`src/rtl/fetch_unit.sv`:
```
// Instruction-fetch stage: drives the instruction-memory address and read
// enable, captures the returned word into the IF/ID register, and handles
// stall, branch redirect with flush, and halt-opcode detection.
//
// state | meaning
// ------+----------------------------------------------------------------
// IDLE  | core not running; pc held, IF/ID marked invalid, no memory read
// RUN   | fetching one word per edge unless stalled or redirected
// HALT  | HLT word issued; everything frozen until reset
module fetch_unit #(
    parameter int                      PC_WIDTH    = 6,
    parameter int                      INSTR_WIDTH = 16,
    parameter logic [PC_WIDTH-1:0]     RESET_PC    = '0,
    parameter logic [3:0]              HALT_OPCODE = 4'hF,
    parameter logic [INSTR_WIDTH-1:0]  NOP_WORD    = '0
) (
    input  logic                   clk_i,
    input  logic                   reset_i,
    input  logic                   enable_i,
    input  logic                   stall_i,
    input  logic                   branch_taken_i,
    input  logic [PC_WIDTH-1:0]    branch_target_i,
    input  logic [INSTR_WIDTH-1:0] instr_i,
    output logic [PC_WIDTH-1:0]    pc_o,
    output logic                   mem_enable_o,
    output logic [INSTR_WIDTH-1:0] ir_out_o,
    output logic [PC_WIDTH-1:0]    ir_pc_o,
    output logic                   ir_valid_o,
    output logic                   halted_o,
    output logic [7:0]             fetch_count_o
);

    typedef enum logic [1:0] {
        IDLE = 2'd0,
        RUN  = 2'd1,
        HALT = 2'd2
    } state_t;

    localparam logic [PC_WIDTH-1:0] PC_ONE    = {{(PC_WIDTH-1){1'b0}}, 1'b1};
    localparam logic [7:0]          COUNT_MAX = 8'hFF;

    state_t                   state_q, state_d;
    logic [PC_WIDTH-1:0]      pc_q, pc_d;
    logic [INSTR_WIDTH-1:0]   ir_q, ir_d;
    logic [PC_WIDTH-1:0]      ir_pc_q, ir_pc_d;
    logic                     ir_valid_q, ir_valid_d;
    logic                     halted_q, halted_d;
    logic [7:0]               count_q, count_d;

    logic                     is_halt_word;
    logic [7:0]               count_inc;

    // Opcode decode of the word currently on the memory read bus.
    always_comb begin
        is_halt_word = (instr_i[INSTR_WIDTH-1 -: 4] == HALT_OPCODE);
        count_inc    = (count_q == COUNT_MAX) ? COUNT_MAX : (count_q + 8'd1);
    end

    // State register and datapath registers; reset aborts any state at once.
    always_ff @(posedge clk_i) begin
        if (reset_i) begin
            state_q    <= IDLE;
            pc_q       <= RESET_PC;
            ir_q       <= NOP_WORD;
            ir_pc_q    <= '0;
            ir_valid_q <= 1'b0;
            halted_q   <= 1'b0;
            count_q    <= 8'd0;
        end else begin
            state_q    <= state_d;
            pc_q       <= pc_d;
            ir_q       <= ir_d;
            ir_pc_q    <= ir_pc_d;
            ir_valid_q <= ir_valid_d;
            halted_q   <= halted_d;
            count_q    <= count_d;
        end
    end

    // Next-state and next-datapath logic; everything holds unless changed.
    always_comb begin
        state_d    = state_q;
        pc_d       = pc_q;
        ir_d       = ir_q;
        ir_pc_d    = ir_pc_q;
        ir_valid_d = ir_valid_q;
        halted_d   = halted_q;
        count_d    = count_q;

        unique case (state_q)
            IDLE: begin
                // The IDLE->RUN edge only arms the stage; the first fetch
                // happens on the following edge.
                ir_valid_d = 1'b0;
                if (enable_i) begin
                    state_d = RUN;
                end
            end
            RUN: begin
                if (!enable_i) begin
                    state_d    = IDLE;
                    ir_valid_d = 1'b0;
                end else if (branch_taken_i) begin
                    // Redirect wins over stall: the wrong-path slot is flushed.
                    pc_d       = branch_target_i;
                    ir_d       = NOP_WORD;
                    ir_valid_d = 1'b0;
                end else if (stall_i) begin
                    // Hold everything for the downstream hazard.
                end else begin
                    ir_d       = instr_i;
                    ir_pc_d    = pc_q;
                    ir_valid_d = 1'b1;
                    count_d    = count_inc;
                    if (is_halt_word) begin
                        // HLT is issued like any instruction but pc stays on it.
                        state_d  = HALT;
                        halted_d = 1'b1;
                    end else begin
                        pc_d = pc_q + PC_ONE;
                    end
                end
            end
            HALT: begin
                ir_valid_d = 1'b0;
            end
            default: begin
                state_d    = IDLE;
                ir_valid_d = 1'b0;
            end
        endcase
    end

    // Memory read only while actively running.
    always_comb begin
        mem_enable_o = enable_i && (state_q == RUN);
    end

    assign pc_o          = pc_q;
    assign ir_out_o      = ir_q;
    assign ir_pc_o       = ir_pc_q;
    assign ir_valid_o    = ir_valid_q;
    assign halted_o      = halted_q;
    assign fetch_count_o = count_q;

endmodule

```
`config.mk`:
```
export PLATFORM = sky130hd
export DESIGN_NAME = fetch_unit
export DESIGN_NICKNAME = d
export VERILOG_FILES = /design/src/rtl/fetch_unit.sv
export SDC_FILE = /design/constraint.sdc
export NUM_CORES = 1
export LEC_CHECK = 0
export ABC_AREA = 1
export CORE_ASPECT_RATIO = 0.8
export CORE_MARGIN = 10
export CORE_UTILIZATION = 48
export CTS_CLUSTER_DIAMETER = 40
export CTS_CLUSTER_SIZE = 8
export DETAILED_ROUTE_END_ITERATION = 10
export PLACE_DENSITY = 0.85
export SLEW_MARGIN = 30
export SYNTH_ARGS = -nofsm -noshare
export SYNTH_HDL_FRONTEND = slang
export SYNTH_SLANG_ARGS = --single-unit
```
`constraint.sdc`:
```
create_clock -name clk_i -period 2.34 [get_ports clk_i]
set_clock_uncertainty 0.2 [all_clocks]
set_input_delay 0.468 -clock clk_i [delete_from_list [all_inputs] [get_ports clk_i]]
set_output_delay 0.468 -clock clk_i [all_outputs]
set_load 0.03 [all_outputs]
```
## Word-level counts from Yosys, hierarchy flattened

Cells that the tools add are included.

| word-level totals | value |
|---|---|
| output and inout bits | 39 |
| register bits | 40 |
| logic and storage cells | 44 |

| cells by class | value |
|---|---|
| eq/ne operators | 10 |
| add/sub/neg operators | 2 |
| multiplexer cells | 12 |
| bitwise gates (word level) | 5 |
| reduce and logical (&&, ||, !) cells | 8 |

Operators with widths:

| cell | number |
|---|---|
| $mux 16 | 2 |
| $mux 6 | 3 |
| $mux 2 | 5 |
| $reduce_and 5->1 | 2 |
| $ne 3x3->1 const B | 3 |
| $add 8x1->8 const B | 1 |
| $eq 8x8->1 const B | 1 |
| $mux 8 | 1 |
| $reduce_and 4->1 | 2 |
| $add 6x1->6 const B | 1 |
| $pmux 2 s3 | 1 |
| $not 1->1 | 5 |
| $eq 4x4->1 const B | 1 |
| $ne 2x2->1 const B | 2 |
| $reduce_or 4->1 | 1 |
| $reduce_and 3->1 | 1 |
| $eq 2x1->1 const B | 1 |
| $eq 2x2->1 const B | 1 |
| $logic_not 2->1 | 1 |
| $ne 2x1->1 const B | 1 |
| $logic_and 1x1->1 | 1 |

## Depth between registers and ports, before layout

| depth | value |
|---|---|
| depth after elaboration | 6 |
| gate-level depth with buffers | 10 |
| depth with buffers taken out | 9 |

## Worst setup path before layout

No wires, ideal clock.

| path | value |
|---|---|
| kind | register to register |
| start | register count_q[0], in the netlist fetch_count_o[0] |
| end | register count_q[4], in the netlist fetch_count_o[4] |
| arrival time | 1.339 ns |
| cell stages (with the launch flop) | 7 |
| required time | 2.024 ns |
| setup slack | 0.686 ns |
| cell sequence | dfxtp_1 -> ha_1 -> nand2_1 -> nor2_1 -> o21ai_0 -> o21ai_0 -> nor2_1 |

| on the way | value |
|---|---|
| cells in the longest elaborated chain, start to end | 2 |
| elaborated cells between the ends (all ways) | 3 |

RTL lines:

| item | line | source |
|---|---|---|
| start: declaration | 48 | `logic [7:0] count_q, count_d;` |
| start signal: assignment | 76 | `count_q <= count_d;` |
| $add 8x1->8 / $eq 8x8->1 (equally long branches) | 56 | `count_inc = (count_q == COUNT_MAX) ? COUNT_MAX : (count_q + 8'd1);` |
| $mux 8 * | 56 |  |

Every way passes the cells marked *; elsewhere a longest branch is shown, timed or not.
A chain may end at the register's enable or synchronous reset.

## Worst setup path in the final report

| path | value |
|---|---|
| start | register count_q[0], in the netlist fetch_count_o[0] |
| end | output port fetch_count_o[0] |

RTL lines:

| item | line | source |
|---|---|---|
| end: declaration | 30 | `output logic [7:0] fetch_count_o` |

No word-level cell between the ends.

==> flow_results.xml <==
<?xml version="1.0" encoding="UTF-8"?>
<metrics>
  <group name="synth">
    <metric name="synth-simple-area-share" unit="%">30.7</metric>
    <metric name="syn_area_per_cell" unit="um2">7.26</metric>
    <metric name="synth.cell_area" unit="um2">1820</metric>
    <metric name="main_combinational_cell_family_by_area_after_synthesis" unit="">simple AND/OR/NAND/NOR gates</metric>
    <metric name="synthAdderAreaFrac" unit="%">1.37</metric>
    <metric name="synth-xor-area-share" unit="%">0.480</metric>
    <metric name="yosysWarnings" unit="">0</metric>
    <metric name="synth.mux.area_fraction" unit="%">0</metric>
    <metric name="seq_area_frac_synth" unit="%">43.9</metric>
    <metric name="syn_nets" unit="">280</metric>
    <metric name="netlist-cell-type-count" unit="">28</metric>
    <metric name="syn_inst" unit="">251</metric>
    <metric name="synth_seq_cells" unit="">40</metric>
    <metric name="synth-compound-area-share" unit="%">13.9</metric>
  </group>
  <group name="detailed_routing">
    <metric name="ant_nets" unit="">0</metric>
    <metric name="number_of_violations_reported_at_the_end_of_detailed_routing_iteration_0" unit="">93</metric>
    <metric name="wl_per_cell" unit="um">13.6</metric>
    <metric name="drt-vias-per-instance" unit="">5.02</metric>
    <metric name="vias" unit="">1808</metric>
    <metric name="drt_first_pass_iters" unit="">4</metric>
    <metric name="drcViolationCount" unit="">0</metric>
    <metric name="post_route_wl" unit="um">4890</metric>
  </group>
  <group name="cts">
    <metric name="cts_buffer_depth" unit="">2</metric>
    <metric name="post_cts_hold_buffer_count" unit="">0</metric>
    <metric name="clock_tree_from_tritoncts" unit="">done</metric>
    <metric name="cts_root_buf" unit="">sky130_fd_sc_hd__clkbuf_8</metric>
    <metric name="worstSkewPairLatency" unit="ps">300</metric>
    <metric name="postCtsSetupBuffers" unit="">0</metric>
    <metric name="clkSlewWorstSetupHoldPaths" unit="ps">80</metric>
    <metric name="post_cts_resize_count" unit="">0</metric>
    <metric name="clock_sinks" unit="">40</metric>
    <metric name="clock_tree.htree_level_count" unit="">2</metric>
    <metric name="cts_inserted_buffers" unit="">5</metric>
  </group>
  <group name="die">
    <metric name="num_io_pins" unit="">66</metric>
    <metric name="floorplan.initialDensity" unit="%">51.5</metric>
    <metric name="core_area" unit="um2">3540</metric>
    <metric name="num_rows" unit="">19</metric>
    <metric name="full_die_area" unit="um2">6680</metric>
    <metric name="die_wd" unit="um">88.9</metric>
    <metric name="die_height" unit="um">75.1</metric>
  </group>
  <group name="sta">
    <metric name="max_freq" unit="MHz">476</metric>
    <metric name="finalCriticalPeriod" unit="ps">2100</metric>
    <metric name="worstMarginPinSlew" unit="ps">408</metric>
    <metric name="maxSlewHeadroom" unit="%">72.7</metric>
    <metric name="setup_violations" unit="">0</metric>
    <metric name="final-hold-violation-count" unit="">0</metric>
    <metric name="grt_setup_unrepaired" unit="">false</metric>
    <metric name="setup-tns-final" unit="ps">0</metric>
    <metric name="hold_slack" unit="ps">264</metric>
    <metric name="finalMaxSlewViolations" unit="">0</metric>
    <metric name="fin_crit_sh" unit="%">89.8</metric>
    <metric name="postLayoutSetupSlackWorst" unit="ps">238</metric>
  </group>
  <group name="finish">
    <metric name="num-nets-final" unit="">347</metric>
    <metric name="antenna_cells_inserted" unit="">0</metric>
    <metric name="layout_common_cells" unit="">sky130_fd_sc_hd__nand2_1, sky130_fd_sc_hd__clkdlybuf4s50_1, sky130_fd_sc_hd__dfxtp_1</metric>
    <metric name="area_delta_synth_final" unit="%">40.8</metric>
    <metric name="mostFrequentLayoutCell" unit="">sky130_fd_sc_hd__nand2_1</metric>
    <metric name="fin_area" unit="um2">2570</metric>
    <metric name="share_of_final_layout_standard_cells_stronger_than_drive_strength_1" unit="%">8.49</metric>
    <metric name="num-fill-cells" unit="">295</metric>
  </group>
  <group name="grt">
    <metric name="grtUsageMet1" unit="%">16.6</metric>
    <metric name="via_count_of_the_first_global_routing_pass" unit="">1657</metric>
    <metric name="antenna_found_initial" unit="">0</metric>
    <metric name="met3_usage" unit="%">6.58</metric>
    <metric name="global_routing_s_busiest_layer" unit="">met2</metric>
    <metric name="grt.met2_usage" unit="%">22.6</metric>
    <metric name="global_route.overflow_total" unit="">0</metric>
    <metric name="grt_max_degree" unit="">26</metric>
    <metric name="grtUsageTotal" unit="%">14.3</metric>
    <metric name="grt_pass1_wl" unit="um">7580</metric>
  </group>
  <group name="pwr">
    <metric name="power.ir.vdd_worst" unit="V">0.000427</metric>
    <metric name="seqPwrFrac" unit="%">54.0</metric>
    <metric name="power_switching" unit="uW">325</metric>
    <metric name="static-leakage-power" unit="uW">0.000974</metric>
    <metric name="power.internal" unit="uW">971</metric>
    <metric name="power_density" unit="nW/um2">505</metric>
    <metric name="power.share.combinational" unit="%">12.4</metric>
    <metric name="swShare" unit="%">25.1</metric>
    <metric name="power_frac_clock" unit="%">33.6</metric>
  </group>
  <group name="worst_setup_path">
    <metric name="endpoint_kind" unit="">output port</metric>
    <metric name="worstPathCellList" unit="">clkdlybuf4s50_1</metric>
    <metric name="cpMaxStageDelayCell" unit="">sky130_fd_sc_hd__clkdlybuf4s50_1</metric>
    <metric name="path_class" unit="">flip-flop to output port</metric>
    <metric name="timing.critical_path.max_delay_family" unit="">buffers and inverters</metric>
    <metric name="worst-endpoint-required" unit="ps">1670</metric>
    <metric name="crit_path_start_kind" unit="">flip-flop</metric>
    <metric name="crit_buf_inv" unit="">1</metric>
    <metric name="setup.reg_to_reg.worst_slack" unit="ps">670</metric>
    <metric name="worst_endpoint_data_arrival_time" unit="ps">1430</metric>
    <metric name="timing.critical_path.fanout_max" unit="">5</metric>
    <metric name="critical_path.max_stage_delay" unit="ps">710</metric>
  </group>
  <group name="place">
    <metric name="buffer_ports.inserted" unit="">65</metric>
    <metric name="detailed_place_hpwl" unit="um">3690</metric>
    <metric name="pre_cts_slack" unit="ps">228</metric>
    <metric name="dpl_cell_area" unit="um2">2490</metric>
    <metric name="gpl.final_weighted_congestion" unit="">0.851</metric>
  </group>
  <group name="worst_hold_path">
    <metric name="min-delay-path-class" unit="">flip-flop to flip-flop</metric>
  </group>
  <group name="outcome">
    <metric name="run_status" unit="">complete, no violations</metric>
  </group>
  <group name="job">
    <metric name="maxCapViolCount" unit="">0</metric>
  </group>
</metrics>
synth_stat cells (all sizes together):
cell / count / area, um2
nand2: 76 / 303
dfxtp: 40 / 801
a21oi: 29 / 145
inv: 25 / 93.8
nor2: 24 / 121
o21ai: 17 / 88.8
nand3: 14 / 80.1
buf: 7 / 65.1
clkbuf: 4 / 15.0
nand4: 4 / 25.0
a31oi: 2 / 12.5
ha: 2 / 25.0
or2: 2 / 12.5
a211oi: 1 / 7.51
nand3b: 1 / 7.51
nor3: 1 / 5.00
nor4: 1 / 6.26
xnor2: 1 / 8.76
registers in the layout (all words and copies together), names as in the netlist:
signal,cells
pc_o,6
ir_out_o,16
ir_valid_o,1
halted_o,1
ir_pc_o,6
fetch_count_o,8
state_q,2
cell families after synthesis:
group / after synthesis
buffers and inverters: 36
adders and majority gates: 2
DFF: 40
AOI/OAI and AO/OA: 49
and+or+nand+nor: 123
xor gates and xnor gates: 1
cell type report:
cell class	count	area (um2)	share of cell area [%]
flip-flops and latches	40	801	31.2
inverters	25	93.8	3.66
multi-input cells	175	848	33.1
repair buffers	71	693	27.0
clock buffers	6	72.6	2.83
well taps	42	52.6	2.05
clock inverters	1	5.00	0.195
tightest hold or removal path, cell delays in order, from the launching register on:
cell                      delay (ps)
sky130_fd_sc_hd__dfxtp_1         310
sky130_fd_sc_hd__nand2_1          60
sky130_fd_sc_hd__a21oi_1          50
metal layers:
layer  part of all wire, %  vias up
met2                    45       66
met3                    10        7
met5                     0        -
met1                    44      798
met4                   1.2        0
li1                      -      937
through the flow:
step	total power [uW]	util, %	std cells
3_5_place_dp	876	70.3	353
5_1_grt	1340	72.4	360
2_1_floorplan	797	-	251
6_report	1300	72.4	360
3_3_place_gp	875	70.3	353
4_1_cts	1300	72.4	360
power by group through the flow:
stage                     clock [uW]  sequential (uW)  combinational, uW
after floorplan                    0              735               62.5
after global placement             0              716                159
after detailed placement           0              716                160
after CTS                        439              700                161
after global routing             460              702                175
final                            436              701                160
final timing paths:
kind	cells past startpoint	to	start
setup / recovery	1	fetch_count_o[0]	fetch_count_o[0]
hold / removal	2	ir_out_o[12]	ir_out_o[12]
setup reg to reg	7	fetch_count_o[7]	fetch_count_o[0]
hold reg to reg	2	ir_out_o[12]	ir_out_o[12]
(Power assumes the default switching activity.)
